[config.mk]
export PLATFORM = sky130hd
export DESIGN_NAME = dbuf_sched_flat
export DESIGN_NICKNAME = d
export VERILOG_FILES = /design/src/rtl/dbuf_sched_if.sv /design/src/rtl/dbuf_sched.sv /design/src/flat_wrapper.sv
export SDC_FILE = /design/constraint.sdc
export NUM_CORES = 1
export LEC_CHECK = 0
export CELL_PAD_IN_SITES_DETAIL_PLACEMENT = 2
export CELL_PAD_IN_SITES_GLOBAL_PLACEMENT = 2
export CORE_UTILIZATION = 32
export CTS_CLUSTER_DIAMETER = 200
export DETAILED_ROUTE_END_ITERATION = 10
export PLACE_DENSITY_LB_ADDON = 0.1
export SLEW_MARGIN = 30
export SYNTH_ARGS = -nofsm -noshare
export SYNTH_HDL_FRONTEND = slang
export SYNTH_SLANG_ARGS = --single-unit
export TNS_END_PERCENT = 20
[constraint.sdc]
create_clock -name clk -period 2.7 [get_ports clk]
set_clock_uncertainty 0.15 [all_clocks]
set_input_delay 0.54 -clock clk [delete_from_list [all_inputs] [get_ports clk]]
set_output_delay 0.54 -clock clk [all_outputs]
set_load 0.02 [all_outputs]
[src/rtl/dbuf_sched_if.sv]
// Pixel-strobe / frame-memory / filter-engine signal bundle for the ping-pong scheduler.
// master drives the pixel strobe and engine completion; slave is the scheduler.
interface dbuf_sched_if #(
  parameter int unsigned AW = 16
);
  logic          i_strb;
  logic          wr_en;
  logic          wr_bank;
  logic [AW-1:0] wr_addr;
  logic          op_start;
  logic          op_bank;
  logic          op_done;
  logic [1:0]    bank_full;
  logic          busy;
  logic          ovf;

  modport master (
    output i_strb,
    output op_done,
    input  wr_en,
    input  wr_bank,
    input  wr_addr,
    input  op_start,
    input  op_bank,
    input  bank_full,
    input  busy,
    input  ovf
  );

  modport slave (
    input  i_strb,
    input  op_done,
    output wr_en,
    output wr_bank,
    output wr_addr,
    output op_start,
    output op_bank,
    output bank_full,
    output busy,
    output ovf
  );
endinterface

[src/rtl/dbuf_sched.sv]
// Ping-pong scheduler: fills one frame bank from the pixel stream while the filter
// engine reads the other, handing banks over strictly in fill order.
module dbuf_sched #(
  parameter int unsigned PIX_CNT = 65536,
  parameter int unsigned AW      = 16
) (
  input logic         clk,
  input logic         reset,
  dbuf_sched_if.slave bus
);

  typedef enum logic [1:0] {RIdle, RStart, RRun} rstate_e;

  localparam logic [AW-1:0] LastAddr = AW'(PIX_CNT - 1);

  rstate_e       state_q, state_d;
  logic [1:0]    bank_full_q, bank_full_d;
  logic          wb_q, wb_d;
  logic          rb_q, rb_d;
  logic          ovf_q, ovf_d;
  logic [AW-1:0] wcnt_q, wcnt_d;

  logic accept;
  logic drop;
  logic last_pix;
  logic rd_release;

  assign accept   = bus.i_strb & ~bank_full_q[wb_q];
  assign drop     = bus.i_strb & bank_full_q[wb_q];
  assign last_pix = (wcnt_q == LastAddr);

  // Writer: advance address, flip to the other bank after the last pixel of a frame.
  always_comb begin
    wb_d   = wb_q;
    wcnt_d = wcnt_q;
    ovf_d  = ovf_q | drop;
    if (accept) begin
      if (last_pix) begin
        wcnt_d = '0;
        wb_d   = ~wb_q;
      end else begin
        wcnt_d = wcnt_q + AW'(1);
      end
    end
  end

  always_comb begin
    state_d    = state_q;
    rb_d       = rb_q;
    rd_release = 1'b0;
    unique case (state_q)
      RIdle: begin
        if (bank_full_q[rb_q]) state_d = RStart;
      end
      RStart: begin
        state_d = RRun;
      end
      RRun: begin
        if (bus.op_done) begin
          rd_release = 1'b1;
          rb_d       = ~rb_q;
          state_d    = RIdle;
        end
      end
      default: state_d = RIdle;
    endcase
  end

  // Writer only sets an empty bank and the reader only clears a full one, so a
  // set and a clear in the same cycle always target different bits.
  always_comb begin
    bank_full_d = bank_full_q;
    if (rd_release) bank_full_d[rb_q] = 1'b0;
    if (accept && last_pix) bank_full_d[wb_q] = 1'b1;
  end

  always_ff @(posedge clk or posedge reset) begin
    if (reset) begin
      state_q     <= RIdle;
      bank_full_q <= 2'b00;
      wb_q        <= 1'b0;
      rb_q        <= 1'b0;
      ovf_q       <= 1'b0;
      wcnt_q      <= '0;
    end else begin
      state_q     <= state_d;
      bank_full_q <= bank_full_d;
      wb_q        <= wb_d;
      rb_q        <= rb_d;
      ovf_q       <= ovf_d;
      wcnt_q      <= wcnt_d;
    end
  end

  assign bus.wr_en     = accept;
  assign bus.wr_bank   = wb_q;
  assign bus.wr_addr   = wcnt_q;
  assign bus.op_start  = (state_q == RStart);
  assign bus.op_bank   = rb_q;
  assign bus.bank_full = bank_full_q;
  assign bus.busy      = (state_q != RIdle);
  assign bus.ovf       = ovf_q;

endmodule

[src/flat_wrapper.sv]
// flat-port wrapper written by rule: the top's interface ports become plain ports
module dbuf_sched_flat 
#(
  parameter int unsigned PIX_CNT = 65536,
  parameter int unsigned AW      = 16
)
  (clk, reset, bus_i_strb, bus_op_done, bus_wr_en, bus_wr_bank, bus_wr_addr, bus_op_start, bus_op_bank, bus_bank_full, bus_busy, bus_ovf);
  dbuf_sched_if #(.AW(AW)) bus_i ();
  input logic clk;
  input logic reset;
  input wire logic [$bits(bus_i.i_strb)-1:0] bus_i_strb;
  input wire logic [$bits(bus_i.op_done)-1:0] bus_op_done;
  output wire logic [$bits(bus_i.wr_en)-1:0] bus_wr_en;
  output wire logic [$bits(bus_i.wr_bank)-1:0] bus_wr_bank;
  output wire logic [$bits(bus_i.wr_addr)-1:0] bus_wr_addr;
  output wire logic [$bits(bus_i.op_start)-1:0] bus_op_start;
  output wire logic [$bits(bus_i.op_bank)-1:0] bus_op_bank;
  output wire logic [$bits(bus_i.bank_full)-1:0] bus_bank_full;
  output wire logic [$bits(bus_i.busy)-1:0] bus_busy;
  output wire logic [$bits(bus_i.ovf)-1:0] bus_ovf;
  assign bus_i.i_strb = bus_i_strb;
  assign bus_i.op_done = bus_op_done;
  assign bus_wr_en = bus_i.wr_en;
  assign bus_wr_bank = bus_i.wr_bank;
  assign bus_wr_addr = bus_i.wr_addr;
  assign bus_op_start = bus_i.op_start;
  assign bus_op_bank = bus_i.op_bank;
  assign bus_bank_full = bus_i.bank_full;
  assign bus_busy = bus_i.busy;
  assign bus_ovf = bus_i.ovf;
  dbuf_sched #(.PIX_CNT(PIX_CNT), .AW(AW)) u_core (.clk(clk), .reset(reset), .bus(bus_i));
endmodule
==> tab_implementation.tex <==
\begin{tabular}{lr}
\hline
Metric & Value \\
\hline
\multicolumn{2}{l}{\textbf{Floorplan}} \\
\quad Initial standard-cell utilization of the core & 33.3\% \\
\quad Top-Level Pins & 28 \\
\quad Floorplan Core Area & between 0.003 and 0.004 mm² \\
\quad Area of the die & about 0.0037 mm² \\
\quad Die width & 61.0 µm \\
\quad Vert. Die Dim & about 61 µm \\
\quad Std-Cell Rows & 21 \\
\multicolumn{2}{l}{\textbf{Synthesis}} \\
\quad Part of the Yosys area used for sequential elements & 51.7\% \\
\quad Synth Area in Compound Gates & under 10\% \\
\quad Multiplexer share of the synthesized area & around 3.1\% \\
\quad Synthesized instance count & about 110 \\
\quad Yosys warns & 0 \\
\quad Synthesized-area fraction occupied by adder cells & 1.12\% \\
\quad Mean cell area of the mapped netlist & approximately 10 µm² \\
\quad Combinational family with the most area after synthesis & simple AND/OR/NAND/NOR gates \\
\quad \#FFs+latches synth & 23 \\
\quad Xor/xnor share of the synthesized area & between 10\% and 20\% \\
\quad Share of synthesized cell area in and, or, nand and nor gates & about a quarter \\
\quad Count of distinct cell types in the synthesized netlist & 33 \\
\quad Syn Nets & between 100 and 150 \\
\quad Combined area of all synthesized cells & 0.00111 mm² \\
\multicolumn{2}{l}{\textbf{Power}} \\
\quad Worst supply voltage drop on vdd & about 0.00024 V \\
\quad Switching share of power & 33.2\% \\
\quad Leak & 0.656 nW \\
\quad Portion of total power attributed to combinational logic & $\sim$26\% \\
\quad Seq pwr share & a little over half \\
\quad Power dissipated by switching net loads & about 0.27 mW \\
\quad Internal power & $\sim$0.54 mW \\
\quad Clock Power Share & 20.5\% \\
\quad Pwr dens & $\sim$540 mW/mm² \\
\multicolumn{2}{l}{\textbf{CTS}} \\
\quad CTS tree & done \\
\quad Total number of clock tree sinks & 23 \\
\quad TritonCTS buffer count & 3 \\
\quad Deepest level of the CTS H-tree & 1 \\
\quad Maximum root-to-sink buffer count & 2 \\
\quad Worst-skew pair later-pin latency & 0.32 ns \\
\quad Clock-pin slew of the registers on the worst-case setup and hold paths & 0.13 ns \\
\quad Count of buffers added by post-CTS timing repair for setup & 0 \\
\quad CTS hold repair buffers & 0 \\
\quad Cell chosen for the clock root & sky130\_fd\_sc\_hd\_\_clkbuf\_4 \\
\multicolumn{2}{l}{\textbf{Drt}} \\
\quad Total wire length & 3160 µm \\
\quad \# DRC & 0 \\
\quad Via count of the routed design & between 900 and 1000 \\
\quad First DRT Iteration DRCs & 34 \\
\quad Number of detailed-route iterations in the first pass & 4 \\
\quad Detailed-route wire length per cell & $\sim$17 µm \\
\quad Remaining number of nets flagged by the antenna check after routing & 0 \\
\quad Vias per cell & roughly 5.2 \\
\multicolumn{2}{l}{\textbf{Layout}} \\
\quad Final net count & between 100 and 150 \\
\quad Number of antenna repair diodes & 0 \\
\quad Share of layout cells above drive strength 1 & 10.8\% \\
\quad Synthesis-to-layout area growth & 34.1\% \\
\quad Commonest cells after routing, fill and taps aside & 26 x sky130\_fd\_sc\_hd\_\_clkdlybuf4s50\_1, 22 x sky130\_fd\_sc\_hd\_\_dfrtp\_1, 10 x sky130\_fd\_sc\_hd\_\_nand2\_1, 8 x sky130\_fd\_sc\_hd\_\_nand4\_1 \\
\quad Most common cell after layout, fill and taps aside & sky130\_fd\_sc\_hd\_\_clkdlybuf4s50\_1 \\
\multicolumn{2}{l}{\textbf{STA}} \\
\quad Min setup slack post-route & 0.396 ns \\
\quad Number of slew-limit violations in the final report & 0 \\
\quad Relative slew slack & around 78\% \\
\quad RSZ-0062 raised after global routing & no \\
\quad Minimum period implied by the final worst setup slack & approximately 2.3 ns \\
\quad Slew at the pin closest to its max-slew limit & around 0.32 ns \\
\quad Max Clock Freq & roughly 430 MHz \\
\quad Final critical-path share of the clock period & 85.3\% \\
\quad Number of hold-slack violations in the final timing report & 0 \\
\quad Sum of negative setup slack & 0 ns \\
\quad Final number of setup-violating endpoints & 0 \\
\multicolumn{2}{l}{\textbf{Global routing}} \\
\quad Maximum number of pins on one net before global-route repair & 24 \\
\quad Number of antenna violations at the first check in global routing & 0 \\
\quad First-pass GRT wire length & between 5000 and 6000 µm \\
\quad Number of global-route vias before repair & 1048 \\
\quad Remaining Overflow, GRT & 0 \\
\quad All-layer global routing usage & around a fifth \\
\multicolumn{2}{l}{\textbf{Worst setup path}} \\
\quad Critical path start-end classification & flip-flop to primary output \\
\quad Max FO, Critical Path & 5 \\
\quad Nature of the critical path endpoint & primary output \\
\quad Startpoint class of the critical path & flip-flop \\
\quad Worst Path Required & around 2.0 ns \\
\quad Signal arrival time at the worst endpoint & around 1.6 ns \\
\quad Number of cells on the worst reg-to-reg path & 5 \\
\multicolumn{2}{l}{\textbf{Job}} \\
\quad Max\_cap viols & 0 \\
\multicolumn{2}{l}{\textbf{Placement}} \\
\quad Port buffer count & 27 \\
\quad Detailed placer's ending HPWL & 2400 µm \\
\quad Final weighted congestion in routability-driven placement & 0.737 \\
\quad Worst slack at placement & between 0.15 and 0.2 ns \\
\multicolumn{2}{l}{\textbf{Min path}} \\
\quad Kind of path behind the tightest hold check & flip-flop to flip-flop \\
\quad Number of stages on the worst hold path & 1 \\
\multicolumn{2}{l}{\textbf{Run status}} \\
\quad Outcome & finished, final reports clean \\
\hline
\end{tabular}
==> routing by layer <==
metal / GRT usage, % / vias up / wire length [µm]
li1: - / 449 / -
met1: 24.1 / 480 / 1400
met2: 33.4 / 21 / 1610
met3: 5.54 / 4 / 122
met4: 3.57 / 0 / 25
met5: 0 / - / 0
==> flip-flops by register name (all words and copies together), names as in the netlist <==
name                  cells
u_core.bus.op_bank        1
u_core.state_q            2
u_core.bus.ovf            1
u_core.bus.wr_addr       16
u_core.bus.bank_full      2
u_core.bus.wr_bank        1
==> kinds of logic after synthesis <==
logic type      Yosys count
flops                    23
xor+xnor                 13
fa+ha+maj                 1
compound gates           15
mux                       3
buf+inv                   5
simple gates             46
==> Yosys cell counts <==
cell type / n / area [µm²]
sky130_fd_sc_hd__dfrtp_1: 23 / 576
sky130_fd_sc_hd__nand2_1: 10 / 37.5
sky130_fd_sc_hd__nand4_1: 8 / 50.1
sky130_fd_sc_hd__nor2_1: 7 / 26.3
sky130_fd_sc_hd__xor2_1: 7 / 61.3
sky130_fd_sc_hd__o21ai_0: 6 / 30.0
sky130_fd_sc_hd__xnor2_1: 6 / 52.6
sky130_fd_sc_hd__and4_1: 4 / 35.0
sky130_fd_sc_hd__a21oi_1: 3 / 15.0
sky130_fd_sc_hd__inv_1: 3 / 11.3
sky130_fd_sc_hd__nor3_1: 3 / 15.0
sky130_fd_sc_hd__nand3_1: 2 / 10.0
sky130_fd_sc_hd__nor3b_1: 2 / 15.0
sky130_fd_sc_hd__o31ai_1: 2 / 15.0
sky130_fd_sc_hd__or2_2: 2 / 12.5
sky130_fd_sc_hd__a21o_1: 1 / 7.51
sky130_fd_sc_hd__a22o_2: 1 / 10.0
sky130_fd_sc_hd__a31oi_1: 1 / 6.26
sky130_fd_sc_hd__and2_1: 1 / 6.26
sky130_fd_sc_hd__and3_1: 1 / 6.26
sky130_fd_sc_hd__buf_2: 1 / 5.00
sky130_fd_sc_hd__clkbuf_1: 1 / 3.75
sky130_fd_sc_hd__ha_1: 1 / 12.5
sky130_fd_sc_hd__mux2_2: 1 / 11.3
sky130_fd_sc_hd__mux2i_1: 1 / 10.0
sky130_fd_sc_hd__mux2i_2: 1 / 13.8
sky130_fd_sc_hd__nand3b_1: 1 / 7.51
sky130_fd_sc_hd__nand4b_1: 1 / 8.76
sky130_fd_sc_hd__nor2_4: 1 / 11.3
sky130_fd_sc_hd__nor2b_1: 1 / 6.26
sky130_fd_sc_hd__o21ba_2: 1 / 10.0
sky130_fd_sc_hd__or3_1: 1 / 6.26
sky130_fd_sc_hd__or4_1: 1 / 7.51
==> power groups by stage <==
stage	logic (mW)	clock network (mW)	registers (mW)
2_1_floorplan	0.0673	0	0.470
3_3_place_gp	0.204	0	0.437
3_5_place_dp	0.210	0	0.440
4_1_cts	0.212	0.172	0.433
5_1_grt	0.226	0.185	0.439
6_report	0.208	0.166	0.434
==> final timing paths <==
check                           slack (ns)                           start                             end
worst max-delay path                  0.40   u_core.state_q[0]$_DFFE_PP0P_                        bus_busy
worst min-delay path                  0.33        u_core.bus.ovf$_DFF_PP0_        u_core.bus.ovf$_DFF_PP0_
worst max register to register        0.68  u_core.bus.wr_bank$_DFFE_PP0P_  u_core.bus.wr_bank$_DFFE_PP0P_
worst min register to register        0.33        u_core.bus.ovf$_DFF_PP0_        u_core.bus.ovf$_DFF_PP0_
max in group asynchronous             1.75                           reset  u_core.bus.wr_bank$_DFFE_PP0P_
min in group asynchronous             0.40                           reset  u_core.bus.wr_bank$_DFFE_PP0P_
==> repair_timing <==
action | 4_1_cts | 5_1_grt
hold endpoints to repair | 0 | 0
cloned | 0 | 0
endpoints found under the setup margin | 1 | 1
gates resized for setup | 1 | 1
==> cell type report <==
cell class | instances | area [µm²]
Clock buffer | 4 | 26.3
Fill cell | 365 | 1850
Inverter | 3 | 11.3
Multi-Input combinational cell | 78 | 517
Sequential cell | 23 | 577
Tap cell | 46 | 57.6
Timing Repair Buffer | 31 | 303
==> critical path, cell delays in order, from the launching register on <==
cell,delay [ns]
sky130_fd_sc_hd__dfrtp_1,0.44
sky130_fd_sc_hd__or2_2,0.32
sky130_fd_sc_hd__clkdlybuf4s50_1,0.54
==> per-stage QoR <==
stage | instances | power [mW] | area [µm²] | util (%) | hold WS, ns
5_1_grt | 185 | 0.850 | 1490 | 44.7 | 0.370
3_5_place_dp | 181 | 0.650 | 1460 | 43.8 | 0.305
6_report | 185 | 0.808 | 1490 | 44.7 | 0.332
4_1_cts | 185 | 0.817 | 1490 | 44.6 | 0.335
2_1_floorplan | 106 | 0.537 | 1110 | - | 0.392
3_3_place_gp | 181 | 0.641 | 1460 | 43.8 | 0.289
Power figures use the tool's default switching activity.
